[src/rtl/vga_timing_pkg.sv]
// rtl/vga_timing_pkg.sv - default 640x480@60 timing constants and flag bundle type
//
// Purpose: shared timing defaults, the per-pixel flag bundle carried through
//          the alignment delay line, and a helper for the total line/frame count.
// Ports:   none (package).

package vga_timing_pkg;

   localparam int DEF_VIDEO_WIDTH = 3;
   localparam int DEF_ACTIVE_COLS = 640;
   localparam int DEF_H_FRONT     = 16;
   localparam int DEF_H_SYNC      = 96;
   localparam int DEF_H_BACK      = 48;
   localparam int DEF_ACTIVE_ROWS = 480;
   localparam int DEF_V_FRONT     = 10;
   localparam int DEF_V_SYNC      = 2;
   localparam int DEF_V_BACK      = 33;
   localparam bit DEF_HSYNC_POL   = 1'b0;
   localparam bit DEF_VSYNC_POL   = 1'b0;
   localparam int DEF_VIDEO_DELAY = 2;
   localparam int DEF_COUNT_WIDTH = 10;

   // Flags are stored as "asserted" bits so a cleared pipeline means idle,
   // independent of the configured sync polarity.
   typedef struct packed {
      logic hsync;
      logic vsync;
      logic active;
      logic frame_start;
   } vga_flags_t;

   function automatic int total_count(input int active, input int front,
                                      input int sync, input int back);
      return active + front + sync + back;
   endfunction

endpackage

[src/rtl/vga_delay_line.sv]
// rtl/vga_delay_line.sv - enable-gated shift register of parametrised width and depth
//
// Purpose: delays a WIDTH-bit word by DEPTH enabled ticks; DEPTH=0 is a wire.
// Ports:   clk   - clock
//          rst_n - asynchronous active-low reset, clears every stage
//          en    - shift enable; stages hold when low
//          d     - word entering the line
//          q     - word leaving the line

module vga_delay_line #(
   parameter int WIDTH = 1,
   parameter int DEPTH = 1
) (
   input  logic             clk,
   input  logic             rst_n,
   input  logic             en,
   input  logic [WIDTH-1:0] d,
   output logic [WIDTH-1:0] q
);

   generate
      if (DEPTH == 0) begin : g_pass
         logic unused_ctrl;
         assign unused_ctrl = ^{clk, rst_n, en};
         assign q = d;
      end else begin : g_shift
         logic [WIDTH-1:0] stages [DEPTH];

         always_ff @(posedge clk or negedge rst_n) begin
            if (!rst_n) begin
               for (int i = 0; i < DEPTH; i++) stages[i] <= '0;
            end else if (en) begin
               stages[0] <= d;
               for (int i = 1; i < DEPTH; i++) stages[i] <= stages[i-1];
            end
         end

         assign q = stages[DEPTH-1];
      end
   endgenerate

endmodule

[src/rtl/vga_timing_porch.sv]
// rtl/vga_timing_porch.sv - parametrised VGA timing generator and video aligner
//
// Purpose: owns the column/row counters, decodes sync/active/frame-start per
//          count, delays those flags to meet the pixel generator's latency and
//          registers them together with blanked video towards the VGA pins.
// Ports:   i_Clk, i_Rst_L           - clock, asynchronous active-low reset
//          i_Pix_En                 - pixel-tick enable; everything holds when low
//          i_Red/Grn/Blu_Video      - video from the pixel generator
//          o_Col_Count, o_Row_Count - current counters, to the pixel generator
//          o_HSync, o_VSync         - sync outputs at configured polarity
//          o_Active                 - data enable
//          o_Frame_Start            - one-tick pulse on output pixel (0,0)
//          o_Red/Grn/Blu_Video      - aligned, blanked video

module vga_timing_porch
   import vga_timing_pkg::*;
#(
   parameter int VIDEO_WIDTH = DEF_VIDEO_WIDTH,
   parameter int ACTIVE_COLS = DEF_ACTIVE_COLS,
   parameter int H_FRONT     = DEF_H_FRONT,
   parameter int H_SYNC      = DEF_H_SYNC,
   parameter int H_BACK      = DEF_H_BACK,
   parameter int ACTIVE_ROWS = DEF_ACTIVE_ROWS,
   parameter int V_FRONT     = DEF_V_FRONT,
   parameter int V_SYNC      = DEF_V_SYNC,
   parameter int V_BACK      = DEF_V_BACK,
   parameter bit HSYNC_POL   = DEF_HSYNC_POL,
   parameter bit VSYNC_POL   = DEF_VSYNC_POL,
   parameter int VIDEO_DELAY = DEF_VIDEO_DELAY,
   parameter int COUNT_WIDTH = DEF_COUNT_WIDTH
) (
   input  logic                   i_Clk,
   input  logic                   i_Rst_L,
   input  logic                   i_Pix_En,
   input  logic [VIDEO_WIDTH-1:0] i_Red_Video,
   input  logic [VIDEO_WIDTH-1:0] i_Grn_Video,
   input  logic [VIDEO_WIDTH-1:0] i_Blu_Video,
   output logic [COUNT_WIDTH-1:0] o_Col_Count,
   output logic [COUNT_WIDTH-1:0] o_Row_Count,
   output logic                   o_HSync,
   output logic                   o_VSync,
   output logic                   o_Active,
   output logic                   o_Frame_Start,
   output logic [VIDEO_WIDTH-1:0] o_Red_Video,
   output logic [VIDEO_WIDTH-1:0] o_Grn_Video,
   output logic [VIDEO_WIDTH-1:0] o_Blu_Video
);

   localparam int TOTAL_COLS   = total_count(ACTIVE_COLS, H_FRONT, H_SYNC, H_BACK);
   localparam int TOTAL_ROWS   = total_count(ACTIVE_ROWS, V_FRONT, V_SYNC, V_BACK);
   localparam int H_SYNC_START = ACTIVE_COLS + H_FRONT;
   localparam int V_SYNC_START = ACTIVE_ROWS + V_FRONT;

   localparam logic [COUNT_WIDTH-1:0] COL_LAST    = COUNT_WIDTH'(TOTAL_COLS - 1);
   localparam logic [COUNT_WIDTH-1:0] ROW_LAST    = COUNT_WIDTH'(TOTAL_ROWS - 1);
   localparam logic [COUNT_WIDTH-1:0] COL_ACT_END = COUNT_WIDTH'(ACTIVE_COLS);
   localparam logic [COUNT_WIDTH-1:0] ROW_ACT_END = COUNT_WIDTH'(ACTIVE_ROWS);
   localparam logic [COUNT_WIDTH-1:0] HS_FIRST    = COUNT_WIDTH'(H_SYNC_START);
   localparam logic [COUNT_WIDTH-1:0] HS_LAST     = COUNT_WIDTH'(H_SYNC_START + H_SYNC - 1);
   localparam logic [COUNT_WIDTH-1:0] VS_FIRST    = COUNT_WIDTH'(V_SYNC_START);
   localparam logic [COUNT_WIDTH-1:0] VS_LAST     = COUNT_WIDTH'(V_SYNC_START + V_SYNC - 1);
   localparam logic [COUNT_WIDTH-1:0] ONE         = COUNT_WIDTH'(1);

   logic [COUNT_WIDTH-1:0] col;
   logic [COUNT_WIDTH-1:0] row;
   vga_flags_t             flags_now;
   vga_flags_t             flags_aligned;

   assign o_Col_Count = col;
   assign o_Row_Count = row;

   // Column and row wrap together on the last pixel of the frame.
   always_ff @(posedge i_Clk or negedge i_Rst_L) begin
      if (!i_Rst_L) begin
         col <= '0;
         row <= '0;
      end else if (i_Pix_En) begin
         if (col == COL_LAST) begin
            col <= '0;
            row <= (row == ROW_LAST) ? '0 : row + ONE;
         end else begin
            col <= col + ONE;
         end
      end
   end

   always_comb begin
      flags_now             = '0;
      flags_now.hsync       = (col >= HS_FIRST) && (col <= HS_LAST);
      flags_now.vsync       = (row >= VS_FIRST) && (row <= VS_LAST);
      flags_now.active      = (col < COL_ACT_END) && (row < ROW_ACT_END);
      flags_now.frame_start = (col == '0) && (row == '0);
   end

   // VIDEO_DELAY stages here plus the output register below give the full
   // VIDEO_DELAY+1 alignment; the middle tap lines up with incoming video.
   vga_delay_line #(
      .WIDTH ($bits(vga_flags_t)),
      .DEPTH (VIDEO_DELAY)
   ) u_flag_delay (
      .clk   (i_Clk),
      .rst_n (i_Rst_L),
      .en    (i_Pix_En),
      .d     (flags_now),
      .q     (flags_aligned)
   );

   always_ff @(posedge i_Clk or negedge i_Rst_L) begin
      if (!i_Rst_L) begin
         o_HSync       <= ~HSYNC_POL;
         o_VSync       <= ~VSYNC_POL;
         o_Active      <= 1'b0;
         o_Frame_Start <= 1'b0;
         o_Red_Video   <= '0;
         o_Grn_Video   <= '0;
         o_Blu_Video   <= '0;
      end else if (i_Pix_En) begin
         o_HSync       <= flags_aligned.hsync ? HSYNC_POL : ~HSYNC_POL;
         o_VSync       <= flags_aligned.vsync ? VSYNC_POL : ~VSYNC_POL;
         o_Active      <= flags_aligned.active;
         o_Frame_Start <= flags_aligned.frame_start;
         o_Red_Video   <= flags_aligned.active ? i_Red_Video : '0;
         o_Grn_Video   <= flags_aligned.active ? i_Grn_Video : '0;
         o_Blu_Video   <= flags_aligned.active ? i_Blu_Video : '0;
      end
   end

endmodule

[config.mk]
export PLATFORM = sky130hd
export DESIGN_NAME = vga_timing_porch
export DESIGN_NICKNAME = d
export VERILOG_FILES = /design/src/rtl/vga_timing_pkg.sv /design/src/rtl/vga_delay_line.sv /design/src/rtl/vga_timing_porch.sv
export SDC_FILE = /design/constraint.sdc
export NUM_CORES = 1
export LEC_CHECK = 0
export ABC_AREA = 1
export CORE_AREA = 2 2 67 69
export CTS_BUF_LIST = sky130_fd_sc_hd__clkbuf_8
export CTS_CLUSTER_SIZE = 8
export DETAILED_ROUTE_END_ITERATION = 12
export DIE_AREA = 0 0 69 71
export PLACE_DENSITY = 0.79
export SETUP_SLACK_MARGIN = 0.15
export SYNTH_ARGS = -nofsm -noshare
export SYNTH_HDL_FRONTEND = slang
export SYNTH_HIERARCHICAL = 1
export SYNTH_SLANG_ARGS = --single-unit
[constraint.sdc]
create_clock -name i_Clk -period 1.8 [get_ports i_Clk]
set_input_delay 0.36 -clock i_Clk [delete_from_list [all_inputs] [get_ports i_Clk]]
set_output_delay 0.36 -clock i_Clk [all_outputs]
set_load 0.01 [all_outputs]
## Word level (Yosys, flattened, before mapping)

Index checks and enable logic that the tools add are counted.
W data, S select, Z words.

- Mux-type cells: 7
- Eq/ne operators: 2
- Magnitude comparators: 6
- $add $sub $neg: 2
- Reduce and logical (&&, ||, !) cells: 7

Operators by type and width:

| cell | count |
|---|---|
| $add A10 B1 Y10 const B | 2 |
| $eq A10 B10 Y1 const B | 2 |
| $logic_not A10 Y1 | 2 |
| $mux W10 | 2 |
| $ge A10 B10 Y1 const B | 1 |
| $ge A10 B9 Y1 const B | 1 |
| $le A10 B10 Y1 const B | 1 |
| $le A10 B9 Y1 const B | 1 |
| $lt A10 B10 Y1 const B | 1 |
| $lt A10 B9 Y1 const B | 1 |
| $mux W3 | 3 |
| $logic_and A1 B1 Y1 | 4 |
| $mux W1 | 2 |
| $reduce_and A2 Y1 | 1 |

- Output and inout port bits: 33
- Logic and storage cells: 35
- Register bits after elaboration: 41
- Bits of input ports: 12

## Depth between registers and ports, before layout

Gate-level depths: netlist of the first run.

- Depth after elaboration: 2
- Mapped depth: 8
- Depth with buffers taken out: 8

## Cells and area by module

The synthesis of the first run kept the hierarchy.

Modules (own cells, without submodules):

| module | sequential area each (um^2) | area each (um^2) | times used | cells each |
|---|---|---|---|---|
| vga_timing_porch | 828.3 | 1744.2 | 1 | 213 |
| vga_delay_line | 200.2 | 335.3 | 1 | 38 |

## Least setup slack after synthesis of the first run

Ideal clock, no wire load.

- Path kind: register to register
- Start: reg col[0], in the netlist o_Col_Count[0]
- End: reg col[9], in the netlist o_Col_Count[9]
- Buffers on the path: 1
- Arrival: 1.229 ns
- Clock period less this slack: 1.349 ns
- Cell stages (with the launch flop): 8
- Library setup time: 0.120 ns
- Path slack: 0.451 ns
- Required time: 1.680 ns
- Path through: dfrtp_1 ha_1 nand2_2 nor2_4 nand4_4 buf_6 o21ai_0 nor2_1

- Longest elaborated chain between the ends: 2
- Elaborated cells on any way between the ends: 3
- Classes of those cells: 1 x add/sub; 1 x eq/ne; 1 x mux

RTL lines:

| element | RTL line | RTL |
|---|---|---|
| from (decl) | vga_timing_porch.sv:64 | `logic [COUNT_WIDTH-1:0] col;` |
| from (signal assigned) | vga_timing_porch.sv:82 | `col <= col + ONE;` |
| $add A10 B1 Y10 / $eq A10 B10 Y1 (equally long branches) | vga_timing_porch.sv:82, vga_timing_porch.sv:78 |  |
| $mux W10 * | vga_timing_porch.sv:78 | `if (col == COL_LAST) begin` |

Mark *: on every way between the ends. The rest lies on a longest branch, timed or not.
A chain may end at the register's enable or synchronous reset.

## Worst setup path after layout of the first run

- Start: reg col[1], in the netlist o_Col_Count[1]
- End: out o_Col_Count[1]

RTL lines:

| element | RTL line | RTL |
|---|---|---|
| to (decl) | vga_timing_porch.sv:38 | `output logic [COUNT_WIDTH-1:0] o_Col_Count,` |

No word-level cell between the ends.

==> flow_summary.yaml, run 1 <==
worst_setup_path:
  path_cells: "clkdlybuf4s50_1"
  cp_slowest_cell: "clkdlybuf4s50_1"
  critPathCaptureType: "output port"
  cp-start-kind: "register"
  critPathMaxFanout: 4
  max_stage_delay_ps: 550
  cp.required_ps: 1440
  cp.arrival_ps: 1240
  worstSetupPathType: "reg2out"
  path_delay_family: "buffers and inverters"
  crit_buf_inv: 1
timing:
  fmax_mhz: 623
  hold_viol: 0
  tns_ps: 0
  slew_headroom_pct: 60.5
  slew_viol_final: 0
  finalSetupViolations: 0
  rsz0062_at_grt: "false"
  period_minus_slack_ps: 1600
  max_slew.worst_pin.slew_ps: 593
  finClkSkew_ps: 5.74
  min_period_over_period_pct: 89.1
logic_synthesis:
  synth-seq-cells: 41
  synth_top_family_by_area: "simple AND/OR/NAND/NOR gates"
  synth-edff-count: 0
  synth_compound_area_share_pct: 5.42
  syn-num-nets: 268
  yosys-top-cells-count: "nand2_1 (79), dfrtp_1 (39), nand3_1 (26), inv_1 (24), nor2_1 (16)"
  synthXorXnorAreaFrac_pct: 3.37
  ys_seq_area_share_pct: 49.5
  synth_area_leader_cell: "dfrtp_1"
  synthCells: 251
  synthTopCellsByArea: "dfrtp_1 (47%), nand2_1 (14%), nand3_1 (6.3%), inv_1 (4.3%), ha_1 (3.0%)"
  synth_top_area_share_pct: 46.9
  avgSynthCellArea_um2: 8.28
  yosysWarningCount: 6
  synth_area_mm2: 0.00208
  synthAdderAreaFrac_pct: 3.01
  yosysMostFrequentCell: "nand2_1"
  synth-simple-area-share_pct: 30.7
  synthFlopType: "dfrtp_1"
  async_flop_share_pct: 100
  ys_types: 30
  synthMuxAreaShare_pct: 0
floorplanning:
  die-area_mm2: 0.00490
  num_rows: 24
  die_w_um: 69
  die_height_um: 71
  ios: 45
  start_util_pct: 49.5
  coreArea_mm2: 0.00420
run:
  cap_viol_max_count: 0
detailed_routing:
  vias_per_cell: 5.10
  detail-route-antenna-nets: 0
  drt_iter0_markers: 88
  drc_errors: 0
  dr.pass1.iters: 5
  vias: 1870
  post_drt_wl_per_cell_um: 12.5
  routed_wl_mm: 4.59
clock_network:
  clkLatencyLatePin_ps: 300
  htreeDepth: 2
  cts_max_path_buffers: 2
  numClockSinks: 41
  cts_tree: "yes"
  path_clk_slew_ps: 80
  cts_made_buffers: 5
  holdBufCountCts: 0
  cts_root_buf: "clkbuf_8"
cells_and_area:
  fill_cells: 366
  syn2layout_area_growth_pct: 33.6
  antenna_cells: 0
  design.final.nets: 331
  drive_gt1_share_pct: 16.5
pwr:
  p_leak_uw: 0.00141
  ir_worst_vdd_mv: 0.879
  power_uw: 3200
  power_density_mw_per_mm2: 1150
global_route:
  grt_max_degree: 29
  gr-total-overflow: 0
  grt_use_total_pct: 19.5
  antenna_found_initial: 0
  grt_pass1_vias: 1716
  grt_pass1_wl_mm: 7.74
place:
  finalWeightedCongestion: 0.836
  place_hpwl_mm: 3.19
  portBuffers: 44
hold_path:
  hold_class: "in2async"
status:
  outcome: "finished, final reports clean"
-- routing by layer --
| layer | wire [um] | vias to the layer above | track usage (%) |
|---|---|---|---|
| met2 | 2200 | 63 | 30.9 |
| met3 | 258 | 10 | 5.13 |
| met5 | 0 | - | 0 |
| li1 | - | 924 | - |
| met1 | 2060 | 873 | 25.3 |
| met4 | 79 | 0 | 9.37 |
-- cells by family (layout without fill, tap and decap cells) --
group / after synthesis / count (layout)
buffers and inverters: 36 / 100
adder cells (fa/ha/maj): 5 / 5
XOR/XNOR: 8 / 8
AO/OA/AOI/OAI: 21 / 21
flip-flops: 41 / 41
AND/OR/NAND/NOR: 140 / 140
-- what timing repair did --
item	4_1_cts	5_1_grt
buffers inserted	7	9
endpoints found under the setup margin	15	14
pin swaps	0	1
resized for setup	9	5
-- cell usage in the layout, fill, tap and decap left out --
cell type,instances
clkinvlp_4,1
nand3b_1,2
clkbuf_8,5
nand3_2,1
nand3_1,26
o21ai_0,12
and3_1,1
o2111ai_1,1
nor2_4,2
nor4_1,1
dlymetal6s2s_1,4
inv_1,23
dfrtp_2,7
o21ai_1,4
nand4_4,1
nand2_2,1
nand2_1,79
nor3_2,1
nand4_1,5
dlygate4sd2_1,2
xnor2_1,2
clkinv_2,2
nor2_1,16
dfstp_2,2
nor3_1,2
o21ai_2,1
dfrtp_1,32
clkdlybuf4s50_1,37
nor2_2,2
a21oi_1,3
xor2_1,6
buf_4,22
buf_2,1
ha_1,5
inv_2,3
-- state kept, by name, indices dropped and copies added, names as in the netlist --
signal / cells
u_flag_delay/g_shift.stages: 4
o_Grn_Video: 3
o_Row_Count: 10
o_Red_Video: 3
o_Blu_Video: 3
o_Active: 1
o_Frame_Start: 1
o_Col_Count: 10
u_flag_delay/q: 4
o_HSync: 1
o_VSync: 1
-- layout make-up --
class                           count  area, um2  share of cell area (%)
Clock buffer                        5       68.8                    2.48
Multi-Input combinational cell    174        883                    31.8
Inverter                           26       97.6                    3.51
Timing Repair Buffer               66        608                    21.9
Tap cell                           52       65.1                    2.34
Sequential cell                    41       1040                    37.3
Clock inverter                      3       17.5                   0.631
-- per-stage QoR --
step / hold slack, ps / cells / setup WS [ps] / util [%] / cell area [um2]
floorplan: 64.4 / 251 / 451 / - / 2080
global placement: 409 / 343 / 106 / 60.8 / 2550
detailed placement: 403 / 343 / 76.8 / 60.8 / 2550
CTS: 75.4 / 358 / 124 / 64.2 / 2700
global route: 101 / 367 / 157 / 66.1 / 2780
finish: 59.9 / 367 / 196 / 66.1 / 2780
-- final timing paths --
path | endpoint | cells after the start | startpoint | slack [ps]
max | o_Col_Count[1] | 1 | o_Col_Count[1] | 200
min | o_Grn_Video[1] | 1 | i_Rst_L | 60
max reg2reg | o_Row_Count[4] | 7 | o_Row_Count[0] | 330
min reg2reg | o_VSync | 1 | u_flag_delay/q[2] | 450
max in group asynchronous | o_Col_Count[6] | 2 | i_Rst_L | 1160
min in group i_Clk | o_VSync | 1 | u_flag_delay/q[2] | 450
-- power by group --
part | internal (uW) | total (uW) | switching [uW]
sequential | 1120 | 1290 | 166
clock | 268 | 595 | 327
combinational | 665 | 1310 | 649
total | 2050 | 3200 | 1140
Power figures use the tool's default switching activity.
==> inputs of run 2 (changes only) <==
Settings changed: CORE_AREA 2 2 67 69 to 2 2 64 66, DIE_AREA 0 0 69 71 to 0 0 66 68, PLACE_DENSITY 0.79 to 0.86.
Clock period 1.8 ns to 2 ns, I/O delays scaled along.
==> run 2 against run 1 <==
  * Wire length down 1.4%
  * Hold slack worse by 12 ps
  * Global-route usage up 2.4 points
  * Combinational power down 27%
  * Critical path depth unchanged
  * Sequential share of layout area up 1.2 points
  * Final area down 4.0%
  * Clock power up 14%
  * Core utilization up 3.1 points
  * Sequential power down 5%
  * Critical path type unchanged
  * Largest power group is now registers
  * Highest routed layer unchanged
==> flow_summary.yaml, run 2 (synthesized netlist as in run 1, its figures left out) <==
status:
  outcome: "finished, final reports clean"
clock_network:
  holdBufCountCts: 0
  cts_made_buffers: 5
  path_clk_slew_ps: 80
  cts_root_buf: "clkbuf_8"
  htreeDepth: 2
  post_cts_buffers: 0
  cts_resized: 0
  clkLatencyLatePin_ps: 290
  cts_tree: "yes"
  cts_max_path_buffers: 2
  numClockSinks: 41
global_route:
  gr-total-overflow: 0
  grt_use_total_pct: 22.0
  grt_max_degree: 24
  grt_pass1_vias: 1697
  grt_pass1_wl_mm: 7.41
  antenna_found_initial: 0
worst_setup_path:
  cp-start-kind: "register"
  rrSetupSlack_ps: 430
  critPathCaptureType: "output port"
  max_stage_delay_ps: 590
  path_delay_family: "buffers and inverters"
  cp_slowest_cell: "clkdlybuf4s50_1"
  cp.required_ps: 1600
  critPathMaxFanout: 7
  path_cells: "clkdlybuf4s50_1"
  worstSetupPathType: "reg2out"
  crit_buf_inv: 1
  cp.arrival_ps: 1380
timing:
  rsz0062_at_grt: "false"
  slew_headroom_pct: 69.9
  tns_ps: 0
  hold_viol: 0
  holdWs_ps: 47.8
  min_period_over_period_pct: 88.8
  slew_viol_final: 0
  period_minus_slack_ps: 1780
  finalSetupViolations: 0
  finClkSkew_ps: 5.09
  fmax_mhz: 563
  max_slew.worst_pin.slew_ps: 452
place:
  finalWeightedCongestion: 0.863
  portBuffers: 44
  placed_area_mm2: 0.00255
  place_hpwl_mm: 3.29
  placed_cells: 339
detailed_routing:
  drt_iter0_markers: 180
  post_drt_wl_per_cell_um: 13.0
  vias_per_cell: 5.20
  routed_wl_mm: 4.53
  vias: 1806
  dr.pass1.iters: 4
  detail-route-antenna-nets: 0
  drc_errors: 0
pwr:
  p_sw_uw: 986
  p_int_uw: 1870
  ir_worst_vdd_mv: 0.573
  pwr-share-clk_pct: 23.7
  pwr-share-comb_pct: 33.5
  seq_power_share_pct: 42.8
  p_leak_uw: 0.00129
  power_density_mw_per_mm2: 1070
  sw_frac_of_total_pct: 34.6
  power_uw: 2850
cells_and_area:
  final_cells: 347
  syn2layout_area_growth_pct: 28.2
  fin_area_mm2: 0.00267
  final_common_cell: "nand2_1"
  drive_gt1_share_pct: 8.42
  design.final.nets: 313
  final_cell_mix: "nand2_1 (79), clkdlybuf4s50_1 (43), dfrtp_1 (39), nand3_1 (26), inv_1 (25)"
  antenna_cells: 0
floorplanning:
  die_height_um: 68
  num_rows: 23
  start_util_pct: 53.9
  die-area_mm2: 0.00449
  die_w_um: 66
  ios: 45
  coreArea_mm2: 0.00386
run:
  cap_viol_max_count: 0
hold_path:
  hold_class: "in2async"
[run 2: cell types whose count changed in the layout (fill, tap and decap cells not counted), moves of 4 or more]
cell and change:
dfrtp_2 -7, clkdlybuf4s50_1 +6, dlymetal6s2s_1 -4, buf_4 -19, dfrtp_1 +7
[run 2: cell type report]
cell class / instances / area (um2)
flip-flops and latches: 41 / 1030
multi-input cells: 174 / 883
clock buffers: 6 / 82.6
clock inverters: 2 / 33.8
repair buffers: 48 / 478
fillers: 315 / 1190
well taps: 50 / 62.6
inverters: 26 / 97.6
[run 2: through the flow]
stage	setup slack, ps	util (%)
floorplan	651	-
global placement	210	66.1
detailed placement	185	66.1
CTS	222	69.1
global route	163	69.1
finish	224	69.1
[run 2: power groups by stage]
stage	sequential, uW	clock (uW)	combinational [uW]
global route	1250	734	1050
floorplan	1250	0	458
CTS	1220	690	963
finish	1220	676	956
global placement	1230	0	924
detailed placement	1230	0	958
[run 2: worst paths after layout]
path                       cells after the start               from        endpoint
setup / recovery                               1     o_Col_Count[7]  o_Col_Count[7]
hold / removal                                 1            i_Rst_L  o_Grn_Video[2]
setup reg to reg                               6     o_Col_Count[0]  o_Row_Count[8]
hold reg to reg                                1  u_flag_delay/q[3]         o_HSync
max in group asynchronous                      2            i_Rst_L         o_VSync
min in group i_Clk                             1  u_flag_delay/q[3]         o_HSync
[run 2: layer usage]
metal	up-vias	routed length [um]	GRT usage, %
met5	-	0	0
met4	0	80	10.2
met3	9	273	5.59
met2	60	2200	37.0
met1	844	1970	26.7
li1	893	-	-
[run 2: worst reg2reg max path, cell delays in order (launching register included)]
cell and delay [ps]:
dfrtp_1 420, ha_1 220, nand2_2 90, nor2_4 170, nand4_4 270, nor3_1 230, nor2_1 70
